[src/rtl/mips_pkg.sv]
// Shared MIPS control-path constants: main-decoder opcodes, loader command kinds
// and encoder FSM states.
package mips_pkg;

  localparam logic [5:0] OP_RTYPE = 6'b000000;
  localparam logic [5:0] OP_J     = 6'b000010;
  localparam logic [5:0] OP_BEQ   = 6'b000100;
  localparam logic [5:0] OP_ADDI  = 6'b001000;
  localparam logic [5:0] OP_LW    = 6'b100011;
  localparam logic [5:0] OP_SW    = 6'b101011;

  localparam logic [2:0] KIND_LW    = 3'd0;
  localparam logic [2:0] KIND_SW    = 3'd1;
  localparam logic [2:0] KIND_RTYPE = 3'd2;
  localparam logic [2:0] KIND_ADDI  = 3'd3;
  localparam logic [2:0] KIND_BEQ   = 3'd4;
  localparam logic [2:0] KIND_J     = 3'd5;

  typedef enum logic [1:0] {
    ST_IDLE = 2'd0,
    ST_LOAD = 2'd1,
    ST_FULL = 2'd2
  } state_t;

endpackage

[src/rtl/mips_instr_pack.sv]
// Combinational packer: command kind plus fields -> 32-bit MIPS word.
// legal is low for kinds 6 and 7, in which case word is zero.
module mips_instr_pack
  import mips_pkg::*;
(
  input  logic [2:0]  kind,
  input  logic [4:0]  rs,
  input  logic [4:0]  rt,
  input  logic [4:0]  rd,
  input  logic [5:0]  funct,
  input  logic [15:0] imm,
  input  logic [25:0] target,
  output logic [31:0] word,
  output logic        legal
);

  always_comb begin
    word  = '0;
    legal = 1'b1;
    case (kind)
      KIND_LW:    word = {OP_LW,    rs, rt, imm};
      KIND_SW:    word = {OP_SW,    rs, rt, imm};
      KIND_ADDI:  word = {OP_ADDI,  rs, rt, imm};
      KIND_BEQ:   word = {OP_BEQ,   rs, rt, imm};
      KIND_RTYPE: word = {OP_RTYPE, rs, rt, rd, 5'b00000, funct};
      KIND_J:     word = {OP_J,     target};
      default:    legal = 1'b0;
    endcase
  end

endmodule

[src/rtl/mips_instr_encoder.sv]
// Streams packed MIPS instructions into instruction memory at sequential word
// addresses, one word per accepted command, with a one-cycle write latency.
module mips_instr_encoder
  import mips_pkg::*;
#(
  parameter int          ADDR_W    = 6,
  parameter logic [31:0] BASE_ADDR = 32'h0000_0000
) (
  input  logic              clk,
  input  logic              rst,
  input  logic              load_start,
  input  logic              load_end,
  input  logic              cmd_valid,
  output logic              cmd_ready,
  input  logic [2:0]        cmd_kind,
  input  logic [4:0]        cmd_rs,
  input  logic [4:0]        cmd_rt,
  input  logic [4:0]        cmd_rd,
  input  logic [5:0]        cmd_funct,
  input  logic [15:0]       cmd_imm,
  input  logic [25:0]       cmd_target,
  output logic              imem_we,
  output logic [31:0]       imem_addr,
  output logic [31:0]       imem_wdata,
  output logic [ADDR_W:0]   count,
  output logic              full,
  output logic              err_kind
);

  localparam int DEPTH = 2 ** ADDR_W;
  localparam logic [ADDR_W:0] DEPTH_V = (ADDR_W + 1)'(DEPTH);
  localparam logic [ADDR_W:0] LAST_V  = (ADDR_W + 1)'(DEPTH - 1);

  state_t            state_reg;
  logic [ADDR_W:0]   ptr_reg;
  logic              err_reg;
  logic              we_reg;
  logic [31:0]       addr_reg;
  logic [31:0]       wdata_reg;

  logic [31:0]       pack_word;
  logic              pack_legal;
  logic              accept;

  mips_instr_pack u_pack (
    .kind   (cmd_kind),
    .rs     (cmd_rs),
    .rt     (cmd_rt),
    .rd     (cmd_rd),
    .funct  (cmd_funct),
    .imm    (cmd_imm),
    .target (cmd_target),
    .word   (pack_word),
    .legal  (pack_legal)
  );

  assign cmd_ready = (state_reg == ST_LOAD);
  assign accept    = cmd_valid & cmd_ready;

  always_ff @(posedge clk or posedge rst) begin
    if (rst) begin
      state_reg <= ST_IDLE;
      ptr_reg   <= '0;
      err_reg   <= 1'b0;
      we_reg    <= 1'b0;
      addr_reg  <= BASE_ADDR;
      wdata_reg <= '0;
    end else begin
      we_reg <= 1'b0;
      if (load_start) begin
        // Restart wins over load_end and over any command offered this cycle.
        state_reg <= ST_LOAD;
        ptr_reg   <= '0;
        err_reg   <= 1'b0;
      end else begin
        if (accept) begin
          if (pack_legal) begin
            we_reg    <= 1'b1;
            addr_reg  <= BASE_ADDR + {{(29 - ADDR_W){1'b0}}, ptr_reg, 2'b00};
            wdata_reg <= pack_word;
            ptr_reg   <= ptr_reg + 1'b1;
            if (ptr_reg == LAST_V) state_reg <= ST_FULL;
          end else begin
            err_reg <= 1'b1;
          end
        end
        if (load_end) state_reg <= ST_IDLE;
      end
    end
  end

  // The pointer doubles as the word count: both reset and advance together.
  assign count      = ptr_reg;
  assign full       = (ptr_reg == DEPTH_V);
  assign err_kind   = err_reg;
  assign imem_we    = we_reg;
  assign imem_addr  = addr_reg;
  assign imem_wdata = wdata_reg;

endmodule

[config.mk]
export PLATFORM = sky130hd
export DESIGN_NAME = mips_instr_encoder
export DESIGN_NICKNAME = d
export VERILOG_FILES = /design/src/rtl/mips_pkg.sv /design/src/rtl/mips_instr_pack.sv /design/src/rtl/mips_instr_encoder.sv
export SDC_FILE = /design/constraint.sdc
export NUM_CORES = 1
export LEC_CHECK = 0
export BUFFER_PORTS_ARGS = -buffer_cell sky130_fd_sc_hd__buf_2
export CORE_MARGIN = 4
export CORE_UTILIZATION = 49
export CTS_CLUSTER_DIAMETER = 60
export DETAILED_ROUTE_END_ITERATION = 10
export GPL_ROUTABILITY_DRIVEN = 1
export MAX_ROUTING_LAYER = met4
export PLACE_DENSITY_LB_ADDON = 0.15
export SLEW_MARGIN = 5
export SYNTH_ARGS = -nofsm -noshare
export SYNTH_HDL_FRONTEND = slang
export SYNTH_SLANG_ARGS = --single-unit
[constraint.sdc]
create_clock -name clk -period 3.76 [get_ports clk]
set_input_delay 0.752 -clock clk [delete_from_list [all_inputs] [get_ports clk]]
set_output_delay 0.752 -clock clk [all_outputs]
set_load 0.01 [all_outputs]
**Word level (Yosys, flattened, before mapping)**

Index checks and enable logic that the tools add are counted.
W data, S select, Z words.

- Flip-flop bits (word level): 50

- Add/subtract/negate cells: 1
- Eq/ne operators: 9
- Muxes and demuxes: 16
- Bitwise gates (word level): 2
- Reduce and logical (&&, ||, !) cells: 11

Operators with widths:

| cell | count |
|---|---|
| $pmux W32 S6 | 1 |
| $mux W7 | 3 |
| $mux W2 | 5 |
| $reduce_bool A3 Y1 | 3 |
| $add A7 B1 Y7 const B | 1 |
| $eq A7 B6 Y1 const B | 1 |
| $eq A7 B7 Y1 const B | 1 |
| $mux W1 | 7 |
| $eq A3 B2 Y1 const B | 2 |
| $eq A3 B3 Y1 const B | 2 |
| $reduce_and A3 Y1 | 2 |
| $reduce_or A6 Y1 | 1 |
| $reduce_and A2 Y1 | 2 |
| $reduce_bool A2 Y1 | 2 |
| $eq A3 B1 Y1 const B | 1 |
| $logic_not A3 Y1 | 1 |
| $eq A2 B1 Y1 const B | 1 |
| $ne A2 B2 Y1 const B | 1 |
| $and A1 B1 Y1 | 1 |
| $not A1 Y1 | 1 |

**Depth between registers and ports, before layout**

Gate-level depths: netlist of run 1.

- Word-level depth: 7
- Depth in mapped cells: 6
- Depth with buffers taken out: 4

**Hierarchy**

A second synthesis of run 1 with hierarchy kept.

- Cells, all modules: 293
- Area total of the unflattened synthesis: 3231.8 um^2

Modules (own cells, without submodules):

| module | times used | cells each | area an instance (um^2) | seq. area each (um^2) |
|---|---|---|---|---|
| mips_instr_encoder | 1 | 163 | 2217.1 | 1251.2 |
| mips_instr_pack | 1 | 130 | 1014.7 | 0.0 |

**Worst setup path before layout of run 1**

OpenSTA, ideal clock, no wires.

- Path kind: input port to flip-flop
- Start: in cmd_kind[1]
- End: reg state_reg[0]
- Data arrival time: 1786 ps
- Setup slack: 1854 ps
- Stages: 4
- Path buffers: 1
- Cell sequence: buf_2 -> and2_4 -> or4_4 -> a31o_1

- Cells in the longest elaborated chain, start to end: 5
- Elaborated cells between the ends (all ways): 10
- Classes of those cells: 5 x eq/ne; 1 x mux; 4 x reduce/logical

Ends and longest elaborated chain:

| item | RTL line | source |
|---|---|---|
| from (decl) | mips_instr_encoder.sv:15 | `input logic [2:0] cmd_kind,` |
| $eq A3 B1 Y1, or another cell as far along | mips_instr_pack.sv:20 | `case (kind)` |
| $reduce_or A6 Y1 (no source line) (*) | -- |  |
| $mux W1 (*) | mips_instr_pack.sv:20 |  |
| $reduce_bool A3 Y1 (no source line) (*) | -- |  |
| $reduce_and A3 Y1 (no source line) (*) | -- |  |
| to (signal assigned) | mips_instr_encoder.sv:62 | `state_reg <= ST_IDLE;` |
| to (signal assigned) | mips_instr_encoder.sv:72 | `state_reg <= ST_LOAD;` |
| to (signal assigned) | mips_instr_encoder.sv:82 | `if (ptr_reg == LAST_V) state_reg <= ST_FULL;` |
| to (decl) | mips_instr_encoder.sv:34 | `state_t state_reg;` |

Mark *: on every way between the ends. The rest lies on a longest branch, timed or not.
A chain may end at the register's enable or synchronous reset.

**Worst setup path after layout of run 1**

- Start: in load_start
- End: reg wdata_reg[16] (netlist: imem_wdata[16])

- Cells in the longest elaborated chain, start to end: 2

Ends and longest elaborated chain:

| item | RTL line | source |
|---|---|---|
| from (decl) | mips_instr_encoder.sv:11 | `input logic load_start,` |
| $not A1 Y1 (no source line) | -- |  |
| $reduce_and A3 Y1 (no source line) | -- |  |
| to (signal assigned) | mips_instr_encoder.sv:80 | `wdata_reg <= pack_word;` |
| to (decl) | mips_instr_encoder.sv:39 | `logic [31:0] wdata_reg;` |

Every way passes these cells.

==> results of run 1 <==
==> cell families (layout without fill, tap and decap cells) <==
logic type,Yosys count,in the layout,synth area share [%]
compound gates,116,116,29.1
buf+inv,62,138,12.8
simple gates,54,54,11.8
other cells,1,26,0.132
flops,48,48,42.4
mux,7,7,2.78
fa+ha+maj,2,2,0.884
==> cell usage in the layout, fill, tap and decap left out, types with 4 or more instances in the layout <==
| master | netlist | final |
|---|---|---|
| buf_2 | 8 | 119 |
| dfrtp_1 | 48 | 48 |
| a221oi_1 | 27 | 27 |
| conb_1 | 1 | 26 |
| o21ai_0 | 24 | 24 |
| a21oi_1 | 21 | 21 |
| o31ai_1 | 18 | 18 |
| nand3_1 | 15 | 15 |
| nand2b_1 | 11 | 11 |
| a211o_1 | 10 | 10 |
| o22a_1 | 10 | 10 |
| mux2_2 | 7 | 7 |
| clkbuf_8 | 0 | 7 |
| inv_1 | 7 | 6 |
| nor2b_1 | 5 | 5 |
| nand2_1 | 4 | 4 |
| nor2_1 | 4 | 4 |
==> layout make-up <==
type / instances / area [sq um]
Timing Repair Buffer: 122 / 618
Inverter: 9 / 33.8
Multi-Input combinational cell: 205 / 1360
Tap cell: 72 / 90.1
Sequential cell: 48 / 1200
Fill cell: 512 / 2140
Clock buffer: 7 / 96.3
==> routing by layer <==
| metal | wire length (um) | part of all wire [%] | global-route usage [%] | vias up |
|---|---|---|---|---|
| met5 | 0 | 0 | - | - |
| met4 | 54 | 0.71 | 4.53 | 0 |
| met3 | 714 | 9.4 | 5.92 | 6 |
| met2 | 3530 | 47 | 34.1 | 138 |
| met1 | 3260 | 43 | 27.8 | 1259 |
| li1 | - | - | - | 1247 |
==> metrics by stage <==
stage          util, %  instance area (sq um)  total power [mW]
5_1_grt           61.4                   3400              1.37
3_5_place_dp      59.6                   3300             0.974
2_1_floorplan        -                   2930             0.847
3_3_place_gp      59.6                   3300             0.968
6_report          61.4                   3400              1.29
4_1_cts           61.4                   3400              1.30
==> where the power goes <==
group	switching (mW)	total, mW	internal, mW
logic	0.192	0.337	0.145
registers	0.0385	0.624	0.586
clock network	0.164	0.328	0.164
==> how the worst min path moves through the flow <==
| stage | start | endpoint | slack (ps) | cells past startpoint |
|---|---|---|---|---|
| 6_report | imem_addr[4] | imem_addr[4] | 500 | 1 |
| 5_1_grt | imem_addr[7] | imem_addr[7] | 520 | 1 |
| 4_1_cts | imem_addr[5] | imem_addr[5] | 510 | 1 |
| 3_5_place_dp | imem_addr[7] | imem_addr[7] | 490 | 1 |
| 3_3_place_gp | imem_addr[5] | imem_addr[5] | 480 | 1 |
| 2_1_floorplan | imem_wdata[29] | imem_wdata[29] | 520 | 1 |
==> worst max-delay path, delay by kind of cell <==
kind	cells	cell delay (ps)
AOI/OAI and AO/OA	2	400
buffers and inverters	2	610
and+or+nand+nor	1	620
==> synthesized netlist by cell type, drive strengths merged <==
master    n  area [sq um]
a211o    10          87.6
a211oi    2          20.0
a21o      2          15.0
a21oi    21           105
a221oi   27           236
a31o      1          8.76
and2      1          8.76
and3      2          12.5
and3b     1          8.76
and4bb    1          12.5
buf      38           273
clkbuf   15          56.3
clkinv    2          7.51
conb      1          3.75
dfrtp    48          1200
ha        2          25.0
inv       7          26.3
mux2      7          78.8
nand2     4          15.0
nand2b   11          68.8
nand3    15          75.1
nand3b    2          27.5
nand4bb   1          11.3
nor2      4          15.0
nor2b     5          31.3
nor3      2          10.0
nor4      2          12.5
o21ai    24           120
o22a     10          87.6
o31ai    18           135
o41ai     1          8.76
or4       3          26.3
==> key figures, run 1 <==
Cells and area
  – P&R area growth vs syn: 20.1%
  – Antenna Cells: 0
  – Max FFs per register: 30
  – Post-layout net count: 464
  – Finished Layout Cells: 463
  – Layout cells sized above 1: 36.3%

Clock tree
  – Number of CTS-inserted buffers: 5
  – Number of gates resized after cts: 0
  – Clock sinks: 48
  – Max Root-Sink Buffers: 2
  – Post-CTS setup buffers: 0
  – Skew-Pair Late Insertion Delay: 300 ps
  – TritonCTS clock tree: built
  – CTS Hold Buffers Added: 0
  – Reg clk slew, reported paths: 80 ps
  – CTS Root Cell: clkbuf_8
  – CTS H-tree depth: 2

Route
  – Via/cell ratio: 5.72
  – First-pass DRT Iterations: 5
  – DR vias: 2,650
  – Residual DRC: 0
  – Final WL: 7560 um
  – Avg WL per Cell: 16.3 um
  – Remaining antenna violation count: 0
  – Iteration-0 DRC Markers: 165

Setup path
  – CP endpoint: imem_wdata[16]
  – Max incr delay on CP: 620 ps
  – Crit path cell chain: buf_2 -> nand4bb_1 -> buf_4 -> a211o_1 -> o22a_1
  – Slowest-stage cell, CP: nand4bb_1
  – CP startpoint: load_start
  – Worst Path Required: 3950 ps
  – Worst path arrival time: 2380 ps
  – Crit path kind: in -> reg
  – Critical R2R Capture: imem_wdata[16]
  – R2R depth: 4
  – R2R Setup Slk: 1770 ps
  – Crit start category: input port
  – R2r startpoint: state_reg[1]
  – Crit end category: flop
  – Critical path peak fanout: 18

Timing
  – Crit share post-route: 58.4%
  – Final setup viols: 0
  – Tmin final: 2190 ps
  – Sum Neg Setup Slack: 0 ps
  – Fmax: 456 MHz
  – Normalized max-slew margin: 33.6%
  – Worst setup margin: 1570 ps
  – Final hold violations: 0
  – RSZ-0062 raised after global routing: false
  – Worst hold margin: 503 ps
  – Slew Limit Fails: 0
  – Actual slew at the worst max-slew pin: 995 ps
  – Clk_skew: 7.27 ps

Hold path
  – HP Class: reg -> reg

Power
  – Peak VDD IR: 212 uV
  – P_leak: 1.68 nW
  – Pwr Density: 379 nW/um^2

Place
  – Port Buffers: 119
  – Post-place setup slack: 1280 ps
  – HPWL after DPL: 5370 um
  – Placed Cells: 456
  – Routability Congestion: 0.806

GRT
  – Initial antenna violation count: 0
  – GRT Total Usage: 21.5%
  – Largest net degree at the start of global routing: 49
  – First-pass GRT wire length: 12,300 um
  – Vias in the first global route: 2,522
  – Grt total ovfl: 0

Floorplan
  – Initial Utilization: 51.1%
  – Area of the core: 5540 sq um
  – Ports: 146
  – Die X: 84.0 um
  – Row count: 27
  – Die Y: 84.0 um
  – Die ar.: 7060 sq um

Synthesis
  – Sequential fraction of the synthesis area: 42.4%
  – Cells after Synth: 290
  – #FFs+latches synth: 48
  – Synth warn: 0
  – Syn Area/Cell: 9.76 sq um
  – Yosys cell types: 37
  – Mapped Area: 2830 sq um

Run
  – Max cap viols: 0

Outcome
  – Outcome: finished clean
(Power assumes the default switching activity.)
==> run 2: changes to the inputs <==
--- a/config.mk
+++ b/config.mk
@@ -7,7 +7,7 @@
 export LEC_CHECK = 0
 export BUFFER_PORTS_ARGS = -buffer_cell sky130_fd_sc_hd__buf_2
 export CORE_MARGIN = 4
-export CORE_UTILIZATION = 49
+export CORE_UTILIZATION = 46
 export CTS_CLUSTER_DIAMETER = 60
 export DETAILED_ROUTE_END_ITERATION = 10
 export GPL_ROUTABILITY_DRIVEN = 1
==> constraint.sdc (replaced) <==
create_clock -name clk -period 2.28 [get_ports clk]
set_input_delay 0.456 -clock clk [delete_from_list [all_inputs] [get_ports clk]]
set_output_delay 0.456 -clock clk [all_outputs]
set_load 0.01 [all_outputs]
==> run 2 against run 1 <==
  * Setup slack got worse by 1100 ps
  * Register-to-register slack got worse by 1200 ps
  * Clock skew decreased by 1.7 ps
  * Final cell count up 2.4%
  * Global-route usage down 0.37 points
  * First-iteration DRC count rose by 16%
  * Count of clock-buffer cells in the layout unchanged
==> key figures, run 2 (synthesis gave the netlist of run 1 again) <==
Setup path
  – Crit path cell chain: nor4_1 -> and3_1 -> buf_2
  – Max incr delay on CP: 470 ps
  – Worst Path Required: 1820 ps
  – CP startpoint: count[2]
  – Worst path arrival time: 1360 ps
  – R2r startpoint: count[1]
  – Crit start category: flop
  – Crit path kind: reg -> out
  – R2R depth: 4
  – R2R Setup Slk: 580 ps
  – Crit path buf inv count: 1
  – Critical R2R Capture: state_reg[0]
  – Slowest-stage cell, CP: dfrtp_1
  – Crit end category: primary output
  – Crit-path leading delay family: simple AND/OR/NAND/NOR gates
  – Levels on crit path: 3
  – Critical path peak fanout: 7

Cells and area
  – Max FFs per register: 30
  – Core Util, Final: 58.4%
  – Post-layout net count: 472
  – Most common cell after layout, fill and taps aside: buf_2
  – Most frequent cells in the layout: buf_2 (119), dfrtp_1 (48), a221oi_1 (27)
  – Layout cells sized above 1: 37.6%
  – Area used by multi-input combinational logic: 1360 sq um
  – P&R area growth vs syn: 22.8%
  – Layout fillers: 566
  – Reg area: 1200 sq um
  – Antenna Cells: 0

Place
  – Post-place setup slack: 421 ps
  – Routability Congestion: 0.801
  – HPWL after DPL: 5770 um
  – Port Buffers: 119

Power
  – P_leak: 1.72 nW
  – Peak VDD IR: 337 uV
  – Pwr Density: 616 nW/um^2
  – Power, Total: 2.14 mW

Clock tree
  – Max Root-Sink Buffers: 2
  – Clock sinks: 48
  – Reg clk slew, reported paths: 90 ps
  – Number of gates resized after cts: 0
  – Number of CTS-inserted buffers: 5
  – CTS H-tree depth: 2
  – CTS Root Cell: clkbuf_8
  – Skew-Pair Late Insertion Delay: 290 ps
  – Post-CTS setup buffers: 0
  – CTS Hold Buffers Added: 0
  – TritonCTS clock tree: built

Timing
  – Tmin final: 1820 ps
  – Worst setup margin: 464 ps
  – Clk_skew: 5.61 ps
  – Crit share post-route: 79.7%
  – Slew Limit Fails: 0
  – Final setup viols: 0
  – Sum Neg Setup Slack: 0 ps
  – Normalized max-slew margin: 63.0%
  – Fmax: 551 MHz
  – RSZ-0062 raised after global routing: false
  – Actual slew at the worst max-slew pin: 554 ps
  – Final hold violations: 0
  – Worst hold margin: 158 ps

Run
  – Max cap viols: 0

Floorplan
  – Initial Utilization: 47.5%
  – Row count: 28
  – Die ar.: 7470 sq um
  – Ports: 146
  – Die Y: 86.5 um
  – Die X: 86.5 um
  – Area of the core: 5960 sq um

Route
  – Final WL: 8000 um
  – Residual DRC: 0
  – Iteration-0 DRC Markers: 191
  – Via/cell ratio: 5.74
  – DR vias: 2,723
  – Remaining antenna violation count: 0
  – First-pass DRT Iterations: 5
  – Avg WL per Cell: 16.9 um

GRT
  – Vias in the first global route: 2,558
  – Largest net degree at the start of global routing: 31
  – Initial antenna violation count: 0
  – GRT Total Usage: 21.1%
  – First-pass GRT wire length: 12,400 um
  – Grt total ovfl: 0

Hold path
  – HP Class: in -> async

Outcome
  – Outcome: finished clean
## run 2: stage by stage
stage	std cells	cell area [sq um]
2_1_floorplan	315	2930
3_3_place_gp	467	3380
3_5_place_dp	467	3380
4_1_cts	474	3480
5_1_grt	474	3480
6_report	474	3480
## run 2: report_power, final
group	leakage [nW]	switching, mW	internal, mW
sequential	0.613	0.0618	0.966
clock	0.0503	0.272	0.271
combinational	1.06	0.322	0.252
total	1.72	0.655	1.49
## run 2: worst max-delay path by stage
| stage | endpoint | slack, ps |
|---|---|---|
| global route | full | 380 |
| floorplan | state_reg[0] | 670 |
| global placement | imem_wdata[3] | 410 |
| CTS | full | 460 |
| finish | full | 460 |
| detailed placement | imem_wdata[18] | 420 |
## run 2: cell type report
cell class,count,share of cell area [%]
Tap cell,75,2.70
Sequential cell,48,34.5
Inverter,9,0.972
Timing Repair Buffer,130,19.9
Multi-Input combinational cell,205,39.2
Clock buffer,7,2.77
## run 2: metal layers
metal	up-vias	wire length [um]	track usage [%]
met4	0	49	5.10
met3	5	712	3.61
met2	145	3680	32.6
li1	1264	-	-
met1	1309	3550	29.2
met5	-	0	-
